## src/rtl/debouncer.sv

```systemverilog
// debouncer: single-input synchronous level debouncer.
// The output follows the input only after the input has differed from the
// current output for 2^p_CNT_WIDTH consecutive clock samples. Any shorter
// excursion is ignored and its partial count is discarded. The input must
// already be synchronised to i_clk.
module debouncer #(
  parameter int p_CNT_WIDTH = 16
) (
  input  logic i_clk,
  input  logic i_rst_n,
  input  logic i_input,
  output logic o_output
);

  localparam logic [p_CNT_WIDTH-1:0] CNT_ZERO = '0;
  localparam logic [p_CNT_WIDTH-1:0] CNT_ONE  = p_CNT_WIDTH'(1);

  // Both registers power up at zero so an unreset simulation starts with a low output.
  logic [p_CNT_WIDTH-1:0] cnt   = '0;
  logic                   out_q = 1'b0;
  logic                   differs;

  // The counter saturates at all-ones, which is the commit point rather than a wrap.
  function automatic logic cnt_done(input logic [p_CNT_WIDTH-1:0] c);
    return &c;
  endfunction

  // A sample that differs from the committed level extends the current excursion.
  assign differs = i_input ^ out_q;

  // Stability counter and output register: restart on agreement, commit on a full run.
  always_ff @(posedge i_clk) begin
    if (!i_rst_n) begin
      cnt   <= CNT_ZERO;
      out_q <= 1'b0;
    end else if (!differs) begin
      cnt   <= CNT_ZERO;
    end else if (!cnt_done(cnt)) begin
      cnt   <= cnt + CNT_ONE;
    end else begin
      out_q <= i_input;
      cnt   <= CNT_ZERO;
    end
  end

  // Output comes straight from its register, so it cannot glitch with the input.
  assign o_output = out_q;

endmodule

```

## config.mk

```make
export PLATFORM = sky130hd
export DESIGN_NAME = debouncer
export DESIGN_NICKNAME = d
export VERILOG_FILES = /design/src/rtl/debouncer.sv
export SDC_FILE = /design/constraint.sdc
export NUM_CORES = 1
export LEC_CHECK = 0
export ABC_AREA = 1
export BUFFER_PORTS_ARGS = -buffer_cell sky130_fd_sc_hd__buf_2
export CORE_UTILIZATION = 53
export CTS_CLUSTER_DIAMETER = 150
export DETAILED_ROUTE_END_ITERATION = 16
export PLACE_DENSITY = 0.77
export SYNTH_ARGS = -nofsm -noshare
export SYNTH_HDL_FRONTEND = slang
export SYNTH_SLANG_ARGS = --single-unit
```

## constraint.sdc

```tcl
create_clock -name i_clk -period 1.8 [get_ports i_clk]
set_clock_uncertainty 0.2 [all_clocks]
set_input_delay 0.18 -clock i_clk [delete_from_list [all_inputs] [get_ports i_clk]]
set_output_delay 0.18 -clock i_clk [all_outputs]
set_load 0.05 [all_outputs]
```

==> impl_metrics.json, run 1 <==
{
  "drt_pass1_iterations": 4,
  "cts_buffers": 3,
  "synthesis.nets": 131,
  "clockBufferDepth": 2,
  "synth_top_family_by_area": "simple AND/OR/NAND/NOR gates",
  "report.final.slew_viol_count": 0,
  "synth_top_cell_area_share_pct": 36.6,
  "worst-setup-path-type": "reg2reg",
  "ctsRootBufferMaster": "clkbuf_4",
  "peakVddDrop_mv": 0.444,
  "gr-total-overflow": 0,
  "io_pins": 4,
  "gp_congestion": 0.781,
  "drive_gt1_share_pct": 20.9,
  "instances_no_fill": 150,
  "finalSetupViolations": 0,
  "crit_path_cell_trace": "ha_2 -> nand3_4 -> nor3_4 -> nand2_2 -> nand2_4 -> nor2_1",
  "fp-row-count": 14,
  "ys.flop_type": "dfxtp_1",
  "cap_violations": 0,
  "hold_path.class": "in2reg",
  "die_h_um": 43.9,
  "vias_per_cell": 5.20,
  "power.leakage_nw": 0.362,
  "htree_levels": 1,
  "wl_per_cell_um": 11.4,
  "synth-xor-area-share_pct": 7.54,
  "synth.avg_cell_area_um2": 7.32,
  "grt_max_degree": 16,
  "area_growth_pct": 6.19,
  "nFillCells": 159,
  "crit_path_end_kind": "register",
  "ys_types": 21,
  "crit_path_max_fanout": 15,
  "grt_pass1_wl_um": 3080,
  "cts_sinks": 17,
  "synth-compound-area-share_pct": 3.50,
  "worst_pin_slew_ns": 0.295,
  "dp_cells": 145,
  "antenna_left": 0,
  "place_hpwl_um": 1310,
  "die_x_um": 43.9,
  "worst_hold_slack_ns": 0.0256,
  "tns_ns": 0,
  "final_cell_area_um2": 987,
  "multi_input_area_um2": 508,
  "initial_core_util_pct": 59.0,
  "syn_inst": 127,
  "synth_edf_count": 0,
  "rsz0062_at_grt": "false",
  "worstPathRequired_ns": 1.79,
  "place_area_um2": 945,
  "synthMuxAreaShare_pct": 0,
  "arrival_ns": 1.63,
  "ys_warn_count": 0,
  "critPathTopFamily": "simple AND/OR/NAND/NOR gates",
  "port-buffer-count": 3,
  "fin_nets": 139,
  "drc": 0,
  "core_mm2": 0.00158,
  "yosys.area_share.simple_pct": 42.0,
  "seq_area_frac_synth_pct": 36.6,
  "crit_buf_inv": 0,
  "regArea_um2": 340,
  "cts_setup_buffers": 0,
  "cts.clk_slew.worst_paths_ns": 0.11,
  "hold_viol": 0,
  "synth_top_area_cell": "dfxtp_1",
  "ys_ff_latch": 17,
  "fmax_mhz": 609,
  "crit_path_top_delay_cell": "dfxtp_1",
  "synth_area_leaders": "dfxtp_1, nand2_1, nor2_2",
  "synthTopCellsByCount": "nand2_1, dfxtp_1, inv_1",
  "synth_async_sr_flop_share_pct": 0,
  "clk_latency_ns": 0.30,
  "utilization_pct": 62.6,
  "cts_tree": "yes",
  "power.density_mw_per_mm2": 627,
  "synth_fa_ha_area_share_pct": 1.35,
  "vias": 780,
  "grt_pass1_vias": 752,
  "wl_um": 1700,
  "grt_use_total_pct": 22.5,
  "insertedDiodeCount": 0,
  "antenna_found_initial": 0,
  "start_kind": "register",
  "fin_crit_sh_pct": 91.2,
  "yosysMostFrequentCell": "nand2_1",
  "dieArea_mm2": 0.00193,
  "outcome": "completed",
  "syn_area_um2": 930,
  "drtIter0Drc": 18,
  "slew_headroom_pct": 80.2,
  "period_needed_ns": 1.64,
  "slowest_delay_ns": 0.40
}
[cell usage in the layout, fill, tap and decap left out, drive strengths merged]
cell	netlist	routed
nand2	33	33
nand3	10	10
dfxtp	17	17
dlygate4sd3	0	1
buf	1	3
xnor2	3	3
xor2	5	5
o21bai	1	1
nor2	27	27
nor3	2	2
a21oi	5	5
clkinvlp	0	1
or2	1	1
ha	1	1
nand4	4	4
clkbuf	0	3
inv	17	17
[final timing paths]
check             depth (start not counted)  slack, ns              start                     to
hold reg to reg                           1       0.29  cnt[0]$_SDFF_PP0_      cnt[0]$_SDFF_PP0_
setup / recovery                          6       0.16  cnt[0]$_SDFF_PP0_     cnt[15]$_SDFF_PP0_
setup reg to reg                          6       0.16  cnt[0]$_SDFF_PP0_     cnt[15]$_SDFF_PP0_
hold / removal                            5       0.03            i_input  o_output$_SDFFE_PN0P_
[sequential cells by signal (all words and copies together) (netlist names)]
name / cells
o_output: 1
cnt: 16
[through the flow]
stage	setup WS, ns	total power [mW]
after floorplan	0.249	0.409
after global placement	0.202	0.410
after detailed placement	0.143	0.410
after CTS	0.112	0.629
after global routing	0.0239	0.649
final	0.158	0.619
[cell families after synthesis]
| kind of cell | after synthesis |
|---|---|
| AND/OR/NAND/NOR | 77 |
| flip-flops | 17 |
| XOR/XNOR | 8 |
| AO/OA/AOI/OAI | 6 |
| adder cells (fa/ha/maj) | 1 |
| buffers and inverters | 18 |
[power by group]
group,switching (mW),total [mW],internal [mW]
clock network,0.131,0.216,0.0847
logic,0.0143,0.0228,0.00850
registers,0.00238,0.381,0.378
[what timing repair did]
item	CTS	global route
hold buffers	1	0
endpoints found under the hold margin	1	0
gates resized for setup	0	1
setup endpoints to repair	0	3
[per-layer routing]
layer | part of all wire, % | GRT usage [%] | up-vias | routed length [um]
met1 | 43 | 24.0 | 357 | 728
met3 | 3.3 | 9.17 | 5 | 57
li1 | - | - | 405 | -
met4 | 1.4 | 9.09 | 0 | 24
met5 | 0 | 0 | - | 0
met2 | 52 | 39.4 | 13 | 893
[layout make-up]
| type | count | share of cell area (%) |
|---|---|---|
| clock buffer | 3 | 2.28 |
| clock inverter | 1 | 0.760 |
| inverter | 17 | 6.46 |
| multi-input combinational | 92 | 51.5 |
| sequential | 17 | 34.5 |
| tap | 16 | 2.03 |
| timing repair buffer | 4 | 2.53 |
[worst min-delay path: stages]
cell	delay, ns
buf_2	0.09
inv_1	0.04
nand3_1	0.06
nand2_1	0.05
nor2_1	0.07
No activity file was read; power rests on OpenSTA's default activity.
==> run 2: changes to the inputs <==
--- a/config.mk
+++ b/config.mk
@@ -12,3 +12,3 @@
 export DETAILED_ROUTE_END_ITERATION = 16
-export PLACE_DENSITY = 0.77
+export PLACE_DENSITY = 0.7
 export SYNTH_ARGS = -nofsm -noshare
--- a/constraint.sdc
+++ b/constraint.sdc
@@ -4,2 +4,2 @@
 set_output_delay 0.18 -clock i_clk [all_outputs]
-set_load 0.05 [all_outputs]
+set_load 0.02 [all_outputs]
==> run 2 against run 1 <==
Compared with the run above: routed wire length decreased by 6.8%; core utilization decreased by 0.40 points; clock power decreased by 6%; setup slack improved by 0.0062 ns; via count decreased by 0.26%; sequential power about the same; critical path depth unchanged; total power decreased by 2.3%; fmax increased by 0.38%; non-clock buffer count unchanged; register-to-register slack about the same.
==> impl_metrics.json, run 2 (synthesized netlist as in run 1, its figures left out) <==
{
  "outcome": "completed",
  "vias_per_cell": 5.19,
  "fin_nets": 139,
  "antenna_left": 0,
  "clockBufferDepth": 2,
  "worstPathRequired_ns": 1.78,
  "period_needed_ns": 1.64,
  "drc": 0,
  "reg2reg_from": "cnt[0]$_SDFF_PP0_",
  "worstHoldStart": "i_input",
  "grt_pass1_wl_um": 2820,
  "report.final.slew_viol_count": 0,
  "crit_path_max_fanout": 15,
  "gr-total-overflow": 0,
  "drtIter0Drc": 15,
  "rsz0062_at_grt": "false",
  "cts_sinks": 17,
  "tns_ns": 0,
  "grt_use_total_pct": 19.9,
  "place_hpwl_um": 1240,
  "fmax_mhz": 611,
  "crit_path_top_delay_cell": "dfxtp_1",
  "slew_headroom_pct": 80.1,
  "power.density_mw_per_mm2": 617,
  "htree_levels": 1,
  "postCtsHoldBufs": 1,
  "cts_setup_buffers": 0,
  "largest_register_ffs": 16,
  "fp-row-count": 14,
  "insertedDiodeCount": 0,
  "crit_buf_inv": 0,
  "drive_gt1_share_pct": 19.4,
  "drt_pass1_iterations": 4,
  "layout_commonest_cell": "nand2_1",
  "grt_pass1_vias": 704,
  "critPathTopFamily": "simple AND/OR/NAND/NOR gates",
  "ctsResizeCount": 0,
  "core_mm2": 0.00158,
  "place_area_um2": 945,
  "area_growth_pct": 5.52,
  "totalPowerFinal_uw": 605,
  "regMostFlops": "cnt",
  "wl_per_cell_um": 10.6,
  "wl_um": 1590,
  "cts_tree": "yes",
  "port-buffer-count": 3,
  "most-common-layout-cells": "nand2_1, dfxtp_1, inv_1",
  "peakVddDrop_mv": 0.480,
  "die_x_um": 43.9,
  "grt_max_degree": 16,
  "finalSetupViolations": 0,
  "io_pins": 4,
  "crit_path_end_kind": "register",
  "worst-setup-path-type": "reg2reg",
  "hold_viol": 0,
  "arrival_ns": 1.61,
  "crit_path_cell_trace": "ha_1 -> nand3_4 -> nor3_4 -> nand2_2 -> nand2_4 -> nor2_1",
  "crit_start": "cnt[0]$_SDFF_PP0_",
  "cap_violations": 0,
  "slowest_delay_ns": 0.39,
  "clk_latency_ns": 0.28,
  "die_h_um": 43.9,
  "ctsRootBufferMaster": "clkbuf_4",
  "final.setup.worst_slack_ns": 0.164,
  "cts.clk_slew.worst_paths_ns": 0.10,
  "dieArea_mm2": 0.00193,
  "final_cell_area_um2": 981,
  "power.leakage_nw": 0.366,
  "gp_congestion": 0.793,
  "hold_path.class": "in2reg",
  "initial_core_util_pct": 59.0,
  "fin_crit_sh_pct": 90.9,
  "worst_pin_slew_ns": 0.297,
  "vias": 778,
  "antenna_found_initial": 0,
  "start_kind": "register",
  "place_ws_ns": 0.164,
  "cts_buffers": 3
}
-- run 2: cell types whose count changed in the layout (fill, tap and decap cells not counted), sizes merged --
cell | previous run | this run
clkbuf | 3 | 4
clkinvlp | 1 | 0
-- run 2: path summary, 6_finish.rpt --
check | slack (ns) | cells past startpoint | endpoint
worst min-delay path | 0.03 | 5 | o_output$_SDFFE_PN0P_
worst max register to register | 0.16 | 6 | cnt[15]$_SDFF_PP0_
worst min register to register | 0.28 | 1 | cnt[0]$_SDFF_PP0_
worst max-delay path | 0.16 | 6 | cnt[15]$_SDFF_PP0_
-- run 2: layout make-up --
type,count,area [um2]
Clock buffer,4,26.3
Fill cell,158,596
Inverter,17,63.8
Multi-Input combinational cell,92,505
Sequential cell,17,340
Tap cell,16,20.0
Timing Repair Buffer,4,25.0
-- run 2: stage by stage --
| step | hold WS, ns | instances | util, % |
|---|---|---|---|
| finish | 0.0346 | 150 | 62.2 |
| global route | 0.0785 | 150 | 62.2 |
| CTS | 0.0348 | 150 | 62.2 |
| floorplan | 0.101 | 127 | - |
| detailed placement | 0.224 | 145 | 59.9 |
| global placement | 0.222 | 145 | 59.9 |
-- run 2: worst reg2reg max path: stages, from the launching register on --
cell and delay (ns):
dfxtp_1 0.39, ha_1 0.26, nand3_4 0.13, nor3_4 0.17, nand2_2 0.09, nand2_4 0.20, nor2_1 0.08
-- run 2: metal layers --
layer / part of all wire [%] / GRT usage [%] / up-vias
li1: - / - / 408
met1: 46 / 24.5 / 351
met2: 48 / 34.3 / 14
met3: 3.2 / 2.50 / 5
met4: 2.0 / 9.09 / 0
met5: 0 / 0 / -
-- run 2: report_power, final --
part / leakage [nW] / switching [mW] / total (mW) / internal, mW
logic: 0.214 / 0.0140 / 0.0224 / 0.00833
registers: 0.137 / 0.00221 / 0.380 / 0.378
clock network: 0.0150 / 0.116 / 0.202 / 0.0861
==> run 3: changes to the inputs <==
CELL_PAD_IN_SITES_DETAIL_PLACEMENT = 0   (was default)
CELL_PAD_IN_SITES_GLOBAL_PLACEMENT = 1   (was default)
CORE_UTILIZATION = 43   (was 53)
PLACE_DENSITY = default   (was 0.7)
PLACE_DENSITY_LB_ADDON = 0.1   (was default)
==> run 3 against run 2 <==
Compared with the run above: routed wire length rose by 8.0%; combinational power barely moved; total power rose by 0.77%; clock power rose by 2%; critical path depth did not move; cell count rose by 7.3%; register-to-register slack got worse by 0.02 ns; final area rose by 1.4%; via count fell by 4.1%; critical endpoint is now cnt[7]$_SDFF_PP0_; largest power group unchanged.
==> impl_metrics.json, run 3 (synthesized netlist as in run 1, its figures left out) <==
{
  "slew_headroom_pct": 78.5,
  "vias": 746,
  "use_met2_pct": 30.3,
  "start_kind": "register",
  "grt_pass1_wl_um": 3110,
  "grt_pass1_vias": 745,
  "core_mm2": 0.00200,
  "initial_core_util_pct": 46.4,
  "gp_congestion": 0.755,
  "regMostFlops": "cnt",
  "grt_use_total_pct": 17.5,
  "dp_cells": 156,
  "cts_setup_buffers": 0,
  "wl_um": 1720,
  "arrival_ns": 1.63,
  "worstPathRequired_ns": 1.78,
  "worstHoldStart": "i_input",
  "gr-usage-met1_pct": 20.9,
  "drc": 0,
  "drive_gt1_share_pct": 19.4,
  "cts.clk_slew.worst_paths_ns": 0.10,
  "fin_crit_sh_pct": 91.9,
  "area_growth_pct": 7.00,
  "clockBufferDepth": 2,
  "port-buffer-count": 3,
  "cts_sinks": 17,
  "cap_violations": 0,
  "tns_ns": 0,
  "antenna_found_initial": 0,
  "power.density_mw_per_mm2": 613,
  "period_needed_ns": 1.65,
  "hold_path.class": "in2reg",
  "worst_pin_slew_ns": 0.321,
  "ctsResizeCount": 0,
  "instances_no_fill": 161,
  "vias_per_cell": 4.63,
  "gr-total-overflow": 0,
  "grt_max_degree": 16,
  "die_x_um": 48.5,
  "htree_levels": 1,
  "crit_path_max_fanout": 15,
  "antenna_left": 0,
  "drt_pass1_iterations": 4,
  "clk_latency_ns": 0.29,
  "cts_tree": "yes",
  "worst-setup-path-type": "reg2reg",
  "insertedDiodeCount": 0,
  "dieArea_mm2": 0.00235,
  "fin_nets": 139,
  "finalSetupViolations": 0,
  "layout_commonest_cell": "nand2_1",
  "grtUsageMet3_pct": 3.77,
  "fmax_mhz": 605,
  "ctsRootBufferMaster": "clkbuf_4",
  "power.leakage_nw": 0.366,
  "totalPowerFinal_uw": 610,
  "largest_register_ffs": 16,
  "crit_start": "cnt[0]$_SDFF_PP0_",
  "hold_viol": 0,
  "rsz0062_at_grt": "false",
  "drtIter0Drc": 19,
  "io_pins": 4,
  "outcome": "completed",
  "reg2reg_from": "cnt[0]$_SDFF_PP0_",
  "postCtsHoldBufs": 1,
  "report.final.slew_viol_count": 0,
  "fp-row-count": 16,
  "peakVddDrop_mv": 0.419,
  "crit_path_end_kind": "register",
  "place_hpwl_um": 1320,
  "most-common-layout-cells": "nand2_1, dfxtp_1, inv_1",
  "top_usage_layer": "met2",
  "wl_per_cell_um": 10.7,
  "die_h_um": 48.5,
  "cts_buffers": 3
}
[run 3: cell counts in the layout (fill, tap and decap cells not counted)]
No cell type changed its count.
[run 3: area by class of cell]
| class | instances | area [um2] |
|---|---|---|
| sequential | 17 | 340 |
| fill | 222 | 1010 |
| tap | 27 | 33.8 |
| multi-input combinational | 92 | 505 |
| timing repair buffer | 4 | 25.0 |
| inverter | 17 | 63.8 |
| clock buffer | 4 | 26.3 |
[run 3: per-stage QoR]
stage               util (%)  setup slack, ns  instance area, um2  hold slack, ns
finish                  49.7            0.147                 995          0.0300
global route            49.7          0.00959                 995          0.0580
CTS                     49.7            0.125                 995          0.0240
detailed placement      47.9            0.142                 958           0.235
global placement        47.9            0.194                 958           0.223
floorplan                  -            0.252                 930           0.101
[run 3: where the power goes]
part	internal (mW)	leakage (nW)	total [mW]	switching [mW]
Combinational	0.00837	0.214	0.0227	0.0144
Clock	0.0862	0.0150	0.206	0.120
Sequential	0.378	0.137	0.380	0.00237
[run 3: worst paths after layout]
check | cells after the start | slack [ns] | endpoint
worst max-delay path | 6 | 0.15 | cnt[7]$_SDFF_PP0_
worst min-delay path | 5 | 0.03 | o_output$_SDFFE_PN0P_
worst max register to register | 6 | 0.15 | cnt[7]$_SDFF_PP0_
worst min register to register | 2 | 0.29 | cnt[14]$_SDFF_PP0_
[run 3: metal layers]
layer	up-vias	wire length [um]	share of wire, %
li1	405	-	-
met1	329	838	49
met2	10	823	48
met3	2	39	2.3
met4	0	13	0.76
met5	-	0	0
[run 3: critical path: stages, from the launching register on]
cell     delay [ns]
dfxtp_1        0.40
ha_1           0.27
nand3_4        0.13
nor3_4         0.17
nand2_2        0.09
nand2_4        0.20
nor2_1         0.08
